$ cat config.mk
export PLATFORM = sky130hd
export DESIGN_NAME = shift_add_mult16
export DESIGN_NICKNAME = d
export VERILOG_FILES = /design/src/rtl/shift_add_mult16.sv
export SDC_FILE = /design/constraint.sdc
export NUM_CORES = 1
export LEC_CHECK = 0
export CAP_MARGIN = 40
export CORE_UTILIZATION = 52
export DETAILED_ROUTE_END_ITERATION = 16
export GPL_ROUTABILITY_DRIVEN = 1
export HOLD_SLACK_MARGIN = 0.15
export PLACE_DENSITY = 0.85
export SLEW_MARGIN = 20
export SYNTH_ARGS = -nofsm -noshare
export SYNTH_HDL_FRONTEND = slang
export SYNTH_SLANG_ARGS = --single-unit
$ cat constraint.sdc
create_clock -name clk -period 20.3 [get_ports clk]
set_input_delay 2.03 -clock clk [delete_from_list [all_inputs] [get_ports clk]]
set_output_delay 2.03 -clock clk [all_outputs]
set_load 0.01 [all_outputs]
$ cat src/rtl/shift_add_mult16.sv
// -----------------------------------------------------------------------------
// shift_add_mult16
//
// Purpose:
//    Sequential 16x16 unsigned shift-and-add multiplier. A single 16-bit
//    carry-ripple adder is reused for 16 iterations to build a 32-bit product.
//    Operands arrive over a valid/ready handshake; the product leaves over a
//    second valid/ready handshake and is held until the consumer takes it.
//
// Ports:
//    clk            in   1   rising-edge clock
//    rst_n          in   1   synchronous, active-low reset
//    i_start_valid  in   1   operand pair i_a/i_b is valid
//    o_start_ready  out  1   block can accept operands (IDLE and rst_n=1)
//    i_a            in  16   multiplicand, sampled on accept
//    i_b            in  16   multiplier, sampled on accept
//    o_res_valid    out  1   product is valid (DONE state)
//    i_res_ready    in   1   consumer takes the product
//    o_product      out 32   i_a * i_b, unsigned
//
// Configuration macro:
//    MUL_ZERO_BYPASS_EN  - when defined, a zero operand on accept skips the
//                          iterations and goes straight to DONE with product 0.
// -----------------------------------------------------------------------------
module shift_add_mult16 (
   input  logic        clk,
   input  logic        rst_n,
   input  logic        i_start_valid,
   output logic        o_start_ready,
   input  logic [15:0] i_a,
   input  logic [15:0] i_b,
   output logic        o_res_valid,
   input  logic        i_res_ready,
   output logic [31:0] o_product
);

   typedef enum logic [1:0] {
      ST_IDLE = 2'd0,
      ST_BUSY = 2'd1,
      ST_DONE = 2'd2
   } state_t;

   state_t      r_state;
   state_t      w_state_nxt;

   logic [15:0] r_mcand;
   // Bit 32 of the conceptual 33-bit accumulator is always 0 after a shift,
   // so only the lower 32 bits are stored: {sum[16:0], lo[15:1]}.
   logic [31:0] r_p;
   logic [4:0]  r_cnt;

   logic        w_accept;
   logic        w_zero_op;
   logic        w_last_iter;
   logic [15:0] w_add_b;
   logic [16:0] w_sum;

   // 16-bit carry-ripple adder with carry-in tied to 0; returns {carry, sum}.
   function automatic logic [16:0] ripple_add16(input logic [15:0] op_a,
                                                input logic [15:0] op_b);
      logic [15:0] sum_bits;
      logic        carry;
      carry    = 1'b0;
      sum_bits = 16'h0000;
      for (int i = 0; i < 16; i++) begin
         sum_bits[i] = op_a[i] ^ op_b[i] ^ carry;
         carry       = (op_a[i] & op_b[i]) | (carry & (op_a[i] ^ op_b[i]));
      end
      return {carry, sum_bits};
   endfunction

   // Adder operand mux and add: high half plus multiplicand when the LSB is set.
   always_comb begin
      w_add_b = r_p[0] ? r_mcand : 16'h0000;
      w_sum   = ripple_add16(r_p[31:16], w_add_b);
   end

   // Handshake and iteration-control decodes.
   always_comb begin
      w_accept    = i_start_valid && o_start_ready;
      w_last_iter = (r_cnt == 5'd15);
`ifdef MUL_ZERO_BYPASS_EN
      w_zero_op   = (i_a == 16'h0000) || (i_b == 16'h0000);
`else
      w_zero_op   = 1'b0;
`endif
   end

   // FSM state register.
   always_ff @(posedge clk) begin
      if (!rst_n) begin
         r_state <= ST_IDLE;
      end else begin
         r_state <= w_state_nxt;
      end
   end

   // FSM next-state logic.
   always_comb begin
      w_state_nxt = r_state;
      case (r_state)
         ST_IDLE: begin
            if (w_accept) begin
               w_state_nxt = w_zero_op ? ST_DONE : ST_BUSY;
            end else begin
               w_state_nxt = ST_IDLE;
            end
         end
         ST_BUSY: begin
            if (w_last_iter) begin
               w_state_nxt = ST_DONE;
            end else begin
               w_state_nxt = ST_BUSY;
            end
         end
         ST_DONE: begin
            if (i_res_ready) begin
               w_state_nxt = ST_IDLE;
            end else begin
               w_state_nxt = ST_DONE;
            end
         end
         default: begin
            w_state_nxt = ST_IDLE;
         end
      endcase
   end

   // FSM outputs; start_ready is additionally gated by rst_n so no operand is
   // taken during a reset cycle.
   always_comb begin
      o_start_ready = rst_n && (r_state == ST_IDLE);
      o_res_valid   = (r_state == ST_DONE);
   end

   // Datapath: operand load, shift-and-add iterations, hold in DONE/IDLE.
   always_ff @(posedge clk) begin
      if (!rst_n) begin
         r_mcand <= 16'h0000;
         r_p     <= 32'h0000_0000;
         r_cnt   <= 5'd0;
      end else begin
         case (r_state)
            ST_IDLE: begin
               if (w_accept) begin
                  r_mcand <= i_a;
                  r_p     <= w_zero_op ? 32'h0000_0000 : {16'h0000, i_b};
                  r_cnt   <= 5'd0;
               end
            end
            ST_BUSY: begin
               r_p   <= {w_sum, r_p[15:1]};
               r_cnt <= r_cnt + 5'd1;
            end
            ST_DONE: begin
               r_p <= r_p;
            end
            default: begin
               r_cnt <= 5'd0;
            end
         endcase
      end
   end

   assign o_product = r_p;

endmodule

==> results of run 1 <==
-- how the worst min path moves through the flow --
| stage | depth (start not counted) | slack (ns) | to | from |
|---|---|---|---|---|
| after floorplan | 2 | 0.43 | r_mcand[0] | r_mcand[0] |
| after global placement | 2 | 0.45 | r_mcand[15] | r_mcand[15] |
| after detailed placement | 2 | 0.45 | r_mcand[0] | r_mcand[0] |
| after CTS | 2 | 0.47 | r_mcand[0] | r_mcand[0] |
| after global routing | 2 | 0.49 | r_mcand[14] | r_mcand[14] |
| final | 2 | 0.47 | r_mcand[0] | r_mcand[0] |
-- power groups by stage --
stage                     registers, mW  clock network, mW  logic (mW)
final                             0.119             0.0722      0.0340
after global routing              0.120             0.0775      0.0371
after CTS                         0.119             0.0740      0.0344
after detailed placement          0.122                  0      0.0342
after global placement            0.122                  0      0.0337
after floorplan                   0.121                  0      0.0198
-- area by class of cell --
cell class | count | area [um2]
Fill cell | 396 | 1410
Multi-Input combinational cell | 175 | 1340
Sequential cell | 55 | 1100
Timing Repair Buffer | 70 | 698
Tap cell | 67 | 83.8
Inverter | 19 | 71.3
Clock buffer | 5 | 68.8
Clock inverter | 3 | 43.8
-- cells in the mapped netlist (3+ instances only) --
cell,instances
clkbuf_1,7
dfxtp_1,55
a32oi_1,3
nor2b_1,7
fa_1,15
a32o_1,3
o221a_2,16
ha_1,3
nand2_1,46
inv_1,19
o21ai_0,16
nor2_1,18
buf_6,3
o2bb2ai_1,13
and2_1,3
buf_2,12
a2bb2oi_1,16
-- tightest hold or removal path, delay by kind of cell (launching register included) --
family,cells,cell delay [ns]
DFF,1,0.32
and+or+nand+nor,1,0.05
AOI/OAI and AO/OA,1,0.06
-- kinds of logic after synthesis --
group                      count (synthesis)  synth area share [%]
adders and majority gates                 18                  12.7
and+or+nand+nor                           84                  14.4
xor gates and xnor gates                   1                 0.330
buffers and inverters                     44                  8.24
AOI/OAI and AO/OA                         72                  22.9
DFF                                       55                  41.4
-- per-stage QoR --
stage          instances  hold WS [ns]  power, mW
4_1_cts              394         0.468      0.228
3_3_place_gp         386         0.445      0.155
3_5_place_dp         386         0.455      0.156
5_1_grt              394         0.487      0.235
6_report             394         0.466      0.226
2_1_floorplan        274         0.431      0.141
-- cells in the final DEF, fill, tap and decap left out --
cell / netlist / layout
a31oi_1: 1 / 1
o21ba_1: 1 / 1
clkinv_2: 0 / 1
nand2_1: 46 / 46
a22oi_1: 1 / 1
nand4_1: 1 / 1
a211oi_1: 1 / 1
bufinv_16: 0 / 1
nand4b_1: 1 / 1
o211ai_1: 1 / 1
and3_1: 2 / 2
nor2_1: 18 / 18
a32o_1: 3 / 3
clkinv_4: 0 / 1
clkdlybuf4s50_1: 0 / 69
fa_1: 15 / 15
o2bb2ai_1: 13 / 13
a32oi_1: 3 / 3
ha_1: 3 / 3
buf_4: 1 / 1
clkbuf_8: 0 / 5
dfxtp_1: 55 / 55
inv_1: 19 / 19
nand2b_1: 2 / 2
o21ai_0: 16 / 16
nor3b_1: 1 / 1
nand3_1: 1 / 1
o221a_2: 16 / 16
nor2b_4: 1 / 1
a2bb2oi_1: 16 / 16
and2_1: 3 / 3
nor2b_1: 7 / 7
and4bb_2: 1 / 1
xor2_1: 1 / 1
-- routing by layer --
layer | share of wire (%) | routed length, um | vias to the layer above
li1 | - | - | 1050
met1 | 47 | 2610 | 1021
met2 | 48 | 2660 | 54
met3 | 4.3 | 241 | 7
met4 | 0.97 | 54 | 0
met5 | 0 | 0 | -
-- registers in the layout, indices dropped and copies added, names as in the netlist --
name,count
o_product,32
r_mcand,16
r_state,2
r_cnt,5
==> run_results.csv, run 1 <==
group,metric,value,unit
synth,syn-cell-area,2660,um2
global_route,met2_usage,35.5,%
synth,synth_area_leaders,"dfxtp_1 (41%), fa_1 (11%), o221a_2 (6.8%), nand2_1 (6.5%), a2bb2oi_1 (5.3%)",
power_and_ir_drop,ir_drop,0.0459,mV
die,io_pins,70,
setup_path,crit_end,"o_product[30]",
die,dieWidth,73.5,um
global_route,antenna_found_initial,0,
setup_path,critPathKind,"reg -> reg",
place,hpwl,3960,um
detailed_routing,viasPerCell,5.41,
clock_tree,cts_resized,0,
setup_path,worstReg2RegEnd,"o_product[30]",
die,die_h,73.5,um
setup_path,path_buf_inv,2,
timing,setup_ws,13.13,ns
setup_path,cp-start-kind,"flop",
die,num_rows,25,
power_and_ir_drop,p_per_area,66.3,nW/um2
timing,setup_viol,0,
finish,drive_gt1_share,8.26,%
timing,fmax,140,MHz
detailed_routing,drc,0,
finish,antennaDiodeCount,0,
setup_path,timing.rr.start,"o_product[0]",
detailed_routing,firstDrtPassIters,5,
clock_tree,h-tree-depth,2,
place,port-buffer-count,69,
power_and_ir_drop,switching_share,24.4,%
global_route,busiest_layer,"met2",
setup_path,slowest_delay,0.66,ns
run_status,status,"completed",
timing,drv_slew,0,
finish,nNetsFinal,380,
timing,skew,0.00967,ns
die,dieArea,5400,um2
synth,yosys_warnings,0,
place,place_ws,13.19,ns
synth,synth_edf_count,0,
timing,finalHoldViolCount,0,
global_route,use_met1,30.7,%
flow_run,timing.max_cap.violations,0,
clock_tree,clk_pin_slew,0.10,ns
power_and_ir_drop,p_int,0.171,mW
finish,utilization,70.7,%
synth,ys.flop_type,"dfxtp_1",
detailed_routing,wl,5560,um
setup_path,reg2reg_depth,20,
timing,finalWorstPathRequiredPeriod,7.17,ns
clock_tree,cts_made_buffers,5,
clock_tree,cts_sinks,55,
worst_hold_path,hold_class,"reg -> reg",
setup_path,critical_path_arrival,7.38,ns
place,placed_area,3290,um2
setup_path,worst_path_max_delay_cell,"dfxtp_1",
synth,syn_inst,274,
detailed_routing,drt_iter0_drc,102,
setup_path,crit_path_end_kind,"flop",
synth,synth.avg_cell_area,9.70,um2
clock_tree,clock_latency,0.31,ns
synth,ys_ff_latch,55,
synth,ys_types,34,
setup_path,crit_fanout,18,
clock_tree,cts_tree,"done",
setup_path,path_cells,"and2_1, ha_1, inv_1, fa_1, fa_1, fa_1, fa_1, fa_1, fa_1, fa_1, fa_1, fa_1, fa_1, fa_1, fa_1, fa_1, inv_1, fa_1, fa_1, a32o_1",
timing,tightestPinTransition,0.788,ns
global_route,grt_pass1_vias,1993,
clock_tree,cts_setup_buffers,0,
global_route,gr-usage-met3,4.53,%
global_route,overflow,0,
setup_path,path_depth,20,
setup_path,rrSetupSlack,13.13,ns
clock_tree,hold_buffers,0,
timing,fin_crit_sh,35.3,%
die,start_util,55.2,%
synth,yosysSeqAreaShare,41.4,%
place,place_congestion,0.773,
die,core_area,4820,um2
timing,rsz0062_at_grt,"no",
synth,yosys.area.top_type,"dfxtp_1",
setup_path,crit_top_cell,"fa_1",
power_and_ir_drop,p_comb_share,15.1,%
setup_path,cp-startpoint,"o_product[0]",
clock_tree,clk_path_buf_depth,2,
timing,totalNegativeSetupSlack,0,ns
power_and_ir_drop,clkPwrFrac,32.0,%
setup_path,crit_family,"adder cells",
synth,ys_async_sr_fraction,0,%
power_and_ir_drop,pwr-share-seq,52.9,%
power_and_ir_drop,p_switching,0.0550,mW
detailed_routing,vias,2132,
timing,relSlewSlack,47.4,%
detailed_routing,wl_per_cell,14.1,um
global_route,grt_pass1_wl,9160,um
synth,synth_fp_nets,328,
detailed_routing,antenna_left,0,
finish,area_delta_synth_final,28.1,%
finish,finalInstanceArea,3400,um2
global_route,grtUsageTotal,22.2,%
power_and_ir_drop,p_leak,1.20,nW
global_route,grt_max_degree,47,
clock_tree,cts-root-buf,"clkbuf_8",
setup_path,cp_data_required_time,20.51,ns
synth,synth_top_area_share,41.4,%
No activity file was read; power rests on OpenSTA's default activity.
==> run 2: changes to the inputs <==
--- a/config.mk
+++ b/config.mk
@@ -6,11 +6,11 @@
 export NUM_CORES = 1
 export LEC_CHECK = 0
 export CAP_MARGIN = 40
-export CORE_UTILIZATION = 52
+export CORE_UTILIZATION = 48
 export DETAILED_ROUTE_END_ITERATION = 16
 export GPL_ROUTABILITY_DRIVEN = 1
 export HOLD_SLACK_MARGIN = 0.15
-export PLACE_DENSITY = 0.85
+export PLACE_DENSITY = 0.79
 export SLEW_MARGIN = 20
 export SYNTH_ARGS = -nofsm -noshare
 export SYNTH_HDL_FRONTEND = slang
==> constraint.sdc (replaced) <==
create_clock -name clk -period 7.21 [get_ports clk]
set_input_delay 0.721 -clock clk [delete_from_list [all_inputs] [get_ports clk]]
set_output_delay 0.721 -clock clk [all_outputs]
set_load 0.01 [all_outputs]
==> run 2 against run 1 <==
  * Hold slack lost 0.0039 ns
  * Via count grew 1.8%
  * Final cell count grew 1.3%
  * Wire length grew 3.4%
  * Die area grew 8.1%
  * Design area is essentially flat
  * Core utilization shrank 5.3 points
  * Worst setup slack lost 13 ns
  * Sequential power grew to 2.8 times the previous value
  * Clock power grew 130%
  * Clock-buffer cell count grew 1
  * Largest cell class unchanged
==> run_results.csv, run 2 (synthesized netlist as in run 1, its figures left out) <==
group,metric,value,unit
flow_run,timing.max_cap.violations,0,
finish,nFillCells,433,
detailed_routing,wl_per_cell,14.4,um
timing,setup_viol,0,
detailed_routing,drt_iter0_drc,126,
clock_tree,cts_made_buffers,5,
global_route,grt_pass1_vias,2063,
setup_path,crit_path_end_kind,"flop",
finish,area_delta_synth_final,28.1,%
clock_tree,hold_buffers,0,
setup_path,critical_path_arrival,6.92,ns
detailed_routing,viasPerCell,5.44,
setup_path,worstReg2RegEnd,"o_product[30]",
clock_tree,cts_resized,0,
finish,antennaDiodeCount,0,
place,port-buffer-count,69,
power_and_ir_drop,clkPwrFrac,27.4,%
place,hpwl,4050,um
setup_path,crit_fanout,17,
die,dieArea,5840,um2
run_status,status,"completed",
clock_tree,cts_setup_buffers,0,
finish,drive_gt1_share,8.51,%
worst_hold_path,hold_class,"reg -> reg",
clock_tree,h-tree-depth,2,
global_route,grt_max_degree,47,
timing,totalNegativeSetupSlack,0,ns
clock_tree,clk_path_buf_depth,2,
finish,nNetsFinal,382,
setup_path,crit_end,"o_product[30]",
die,core_area,5200,um2
power_and_ir_drop,pwr-share-seq,55.4,%
timing,drv_slew,0,
setup_path,rrSetupSlack,0.49,ns
timing,finalWorstPathRequiredPeriod,6.72,ns
timing,rsz0062_at_grt,"no",
power_and_ir_drop,p_int,0.447,mW
finish,largest_reg_flops,32,
clock_tree,cts_tree,"done",
die,num_rows,26,
timing,fin_crit_sh,93.1,%
detailed_routing,drc,0,
power_and_ir_drop,p_leak,1.20,nW
die,io_pins,70,
setup_path,cp-start-kind,"flop",
clock_tree,cts_sinks,55,
global_route,grtUsageTotal,20.9,%
clock_tree,clock_latency,0.30,ns
detailed_routing,antenna_left,0,
setup_path,cp-startpoint,"o_product[0]",
global_route,grt_pass1_wl,9720,um
die,start_util,51.1,%
die,dieWidth,76.4,um
power_and_ir_drop,ir_drop,0.134,mV
power_and_ir_drop,switching_share,25.4,%
detailed_routing,wl,5750,um
setup_path,reg2reg_depth,19,
global_route,overflow,0,
timing,skew,0.00566,ns
setup_path,critPathKind,"reg -> reg",
die,die_h,76.4,um
power_and_ir_drop,p_per_area,176,nW/um2
power_and_ir_drop,total_power,0.599,mW
setup_path,cp_data_required_time,7.41,ns
global_route,antenna_found_initial,0,
finish,finalInstanceArea,3400,um2
finish,mostFrequentLayoutCell,"clkdlybuf4s50_1",
setup_path,timing.rr.start,"o_product[0]",
power_and_ir_drop,p_comb_share,17.2,%
clock_tree,clk_pin_slew,0.09,ns
detailed_routing,vias,2170,
place,place_congestion,0.784,
timing,whs,0.463,ns
place,placed_area,3300,um2
timing,finalHoldViolCount,0,
timing,relSlewSlack,47.8,%
detailed_routing,firstDrtPassIters,4,
finish,layout_common_cells,"clkdlybuf4s50_1 (69), dfxtp_1 (55), nand2_1 (46)",
timing,tightestPinTransition,0.782,ns
clock_tree,cts-root-buf,"clkbuf_8",
timing,fmax,149,MHz
power_and_ir_drop,p_switching,0.152,mW
-- run 2: per-stage QoR --
stage / instances / setup slack, ns / util [%]
2_1_floorplan: 274 / 0.467 / -
6_report: 399 / 0.494 / 65.4
5_1_grt: 399 / 0.259 / 65.4
3_5_place_dp: 390 / 0.508 / 63.5
4_1_cts: 398 / 0.500 / 65.1
3_3_place_gp: 390 / 0.624 / 63.5
-- run 2: power groups by stage --
stage	logic, mW	registers, mW	clock network (mW)
after global routing	0.112	0.334	0.183
after global placement	0.0982	0.340	0
final	0.103	0.332	0.164
after detailed placement	0.100	0.340	0
after CTS	0.100	0.334	0.169
after floorplan	0.0559	0.340	0
-- run 2: layer usage --
metal | vias to the layer above | GRT usage [%] | share of wire, %
met4 | 0 | 6.15 | 1.1
li1 | 1058 | - | -
met3 | 6 | 3.83 | 3.3
met1 | 1063 | 28.0 | 49
met5 | - | 0 | 0
met2 | 43 | 34.1 | 47
-- run 2: worst max-delay path, stage by stage (launching register included) --
cell,delay [ns]
dfxtp_1,0.34
buf_4,0.21
nand2_1,0.11
fa_1,0.41
fa_1,0.39
fa_1,0.40
fa_1,0.40
fa_1,0.39
fa_1,0.39
fa_1,0.39
fa_1,0.40
fa_1,0.39
fa_1,0.39
fa_1,0.38
fa_1,0.39
fa_1,0.36
inv_1,0.07
fa_1,0.18
fa_1,0.41
a32o_1,0.22
-- run 2: how the worst min path moves through the flow --
stage                           start           to  slack [ns]  cells past startpoint
after floorplan            r_mcand[0]   r_mcand[0]        0.43                      2
after global placement    r_mcand[14]  r_mcand[14]        0.44                      2
after detailed placement   r_mcand[0]   r_mcand[0]        0.45                      2
after CTS                 r_mcand[13]  r_mcand[13]        0.47                      2
after global routing      r_mcand[13]  r_mcand[13]        0.49                      2
final                     r_mcand[14]  r_mcand[14]        0.46                      2
-- run 2: layout make-up --
class / count / area [um2] / share of cell area [%]
well taps: 70 / 87.6 / 2.57
inverters: 19 / 71.3 / 2.10
repair buffers: 72 / 721 / 21.2
flip-flops and latches: 55 / 1100 / 32.4
clock buffers: 6 / 72.6 / 2.13
multi-input cells: 175 / 1340 / 39.3
clock inverters: 2 / 12.5 / 0.368
==> run 3: changes to the inputs <==
--- a/config.mk
+++ b/config.mk
@@ -6,11 +6,11 @@
 export NUM_CORES = 1
 export LEC_CHECK = 0
 export CAP_MARGIN = 40
-export CORE_UTILIZATION = 48
+export CORE_UTILIZATION = 40
 export DETAILED_ROUTE_END_ITERATION = 16
 export GPL_ROUTABILITY_DRIVEN = 1
 export HOLD_SLACK_MARGIN = 0.15
-export PLACE_DENSITY = 0.79
+export PLACE_DENSITY = 0.68
 export SLEW_MARGIN = 20
 export SYNTH_ARGS = -nofsm -noshare
 export SYNTH_HDL_FRONTEND = slang
==> run 3 against run 2 <==
  * Core utilization fell by 12 points
  * Global-route usage fell by 3.3 points
  * Final cell count rose by 1.5%
  * Non-clock buffer count fell by 1
  * Worst setup slack improved by 0.024 ns
  * Sequential power barely moved
  * Clock skew rose by 0.0021 ns
==> run_results.csv, run 3 (synthesized netlist as in run 1, its figures left out) <==
group,metric,value,unit
run_status,status,"completed",
place,hpwl,4060,um
detailed_routing,drt_iter0_drc,112,
timing,tightestPinTransition,0.841,ns
flow_run,timing.max_cap.violations,0,
global_route,antenna_found_initial,0,
place,port-buffer-count,69,
clock_tree,cts_tree,"done",
clock_tree,cts_setup_buffers,0,
finish,mostFrequentLayoutCell,"clkdlybuf4s50_1",
detailed_routing,wl,5840,um
finish,nNetsFinal,381,
place,place_congestion,0.723,
global_route,grtUsageTotal,17.5,%
worst_hold_path,hold_class,"reg -> reg",
clock_tree,clock_latency,0.30,ns
detailed_routing,vias,2083,
die,core_area,6390,um2
setup_path,crit_fanout,17,
clock_tree,cts_made_buffers,5,
power_and_ir_drop,ir_drop,0.111,mV
timing,relSlewSlack,43.9,%
setup_path,critPathKind,"reg -> reg",
clock_tree,cts_resized,0,
detailed_routing,wl_per_cell,14.4,um
clock_tree,hold_buffers,0,
finish,layout_common_cells,"clkdlybuf4s50_1 (69), dfxtp_1 (55), nand2_1 (46)",
timing,fmax,149,MHz
power_and_ir_drop,p_leak,1.21,nW
detailed_routing,viasPerCell,5.14,
global_route,overflow,0,
timing,fin_crit_sh,92.8,%
die,dieArea,6970,um2
setup_path,critical_path_arrival,6.88,ns
global_route,grt_pass1_vias,2053,
place,place_ws,0.515,ns
timing,setup_viol,0,
finish,largest_reg_flops,32,
finish,area_delta_synth_final,29.0,%
timing,whs,0.460,ns
place,dp_cells,397,
detailed_routing,antenna_left,0,
timing,skew,0.00779,ns
timing,finalHoldViolCount,0,
timing,drv_slew,0,
timing,rsz0062_at_grt,"no",
detailed_routing,drc,0,
setup_path,crit_path_end_kind,"flop",
clock_tree,clk_path_buf_depth,2,
power_and_ir_drop,p_per_area,187,nW/um2
finish,drive_gt1_share,8.54,%
setup_path,cp-start-kind,"flop",
clock_tree,clk_pin_slew,0.10,ns
timing,finalWorstPathRequiredPeriod,6.69,ns
clock_tree,cts_sinks,55,
global_route,grt_pass1_wl,9910,um
timing,setup_ws,0.518,ns
timing,totalNegativeSetupSlack,0,ns
die,die_h,83.5,um
finish,utilization,53.7,%
die,dieWidth,83.5,um
clock_tree,cts-root-buf,"clkbuf_8",
clock_tree,h-tree-depth,2,
setup_path,cp_data_required_time,7.40,ns
finish,final_cell_count_no_fill,405,
die,io_pins,70,
finish,antennaDiodeCount,0,
detailed_routing,firstDrtPassIters,4,
die,start_util,41.6,%
global_route,grt_max_degree,48,
die,num_rows,29,
-- run 3: layout make-up --
type / instances / area [um2]
clock inverters: 2 / 35.0
flip-flops and latches: 55 / 1100
repair buffers: 71 / 706
multi-input cells: 175 / 1340
clock buffers: 6 / 82.6
well taps: 77 / 96.3
inverters: 19 / 71.3
fillers: 580 / 2960
-- run 3: routing by layer --
metal / wire length, um / vias to the layer above / track usage [%]
met3: 177 / 4 / 2.77
met5: 0 / - / 0
met4: 56 / 0 / 5.24
met1: 2890 / 985 / 24.4
met2: 2720 / 45 / 28.2
li1: - / 1049 / -
-- run 3: metrics by stage --
stage	instance area, um2	power [mW]
2_1_floorplan	2660	0.396
3_3_place_gp	3310	0.439
3_5_place_dp	3310	0.441
4_1_cts	3430	0.649
5_1_grt	3430	0.674
6_report	3430	0.643
-- run 3: power breakdown --
| group | switching (mW) | total [mW] | internal (mW) |
|---|---|---|---|
| Combinational | 0.0421 | 0.0999 | 0.0577 |
| Clock | 0.0962 | 0.209 | 0.113 |
| Sequential | 0.0142 | 0.334 | 0.320 |
| Total | 0.153 | 0.643 | 0.490 |
-- run 3: path summary, 6_finish.rpt --
kind         slack [ns]    startpoint       endpoint  depth (start not counted)
min reg2reg        0.46    r_mcand[3]     r_mcand[3]                          2
max reg2reg        0.52  o_product[0]  o_product[30]                         19
min                0.46    r_mcand[3]     r_mcand[3]                          2
max                0.52  o_product[0]  o_product[30]                         19
-- run 3: worst max-delay path, stage by stage, from the launching register on --
cell and delay (ns):
dfxtp_1 0.33, buf_4 0.20, nand2_1 0.10, fa_1 0.41, fa_1 0.39, fa_1 0.40, fa_1 0.39, fa_1 0.39
fa_1 0.40, fa_1 0.39, fa_1 0.39, fa_1 0.38, fa_1 0.39, fa_1 0.39, fa_1 0.39, fa_1 0.36
inv_1 0.08, fa_1 0.17, fa_1 0.41, a32o_1 0.23
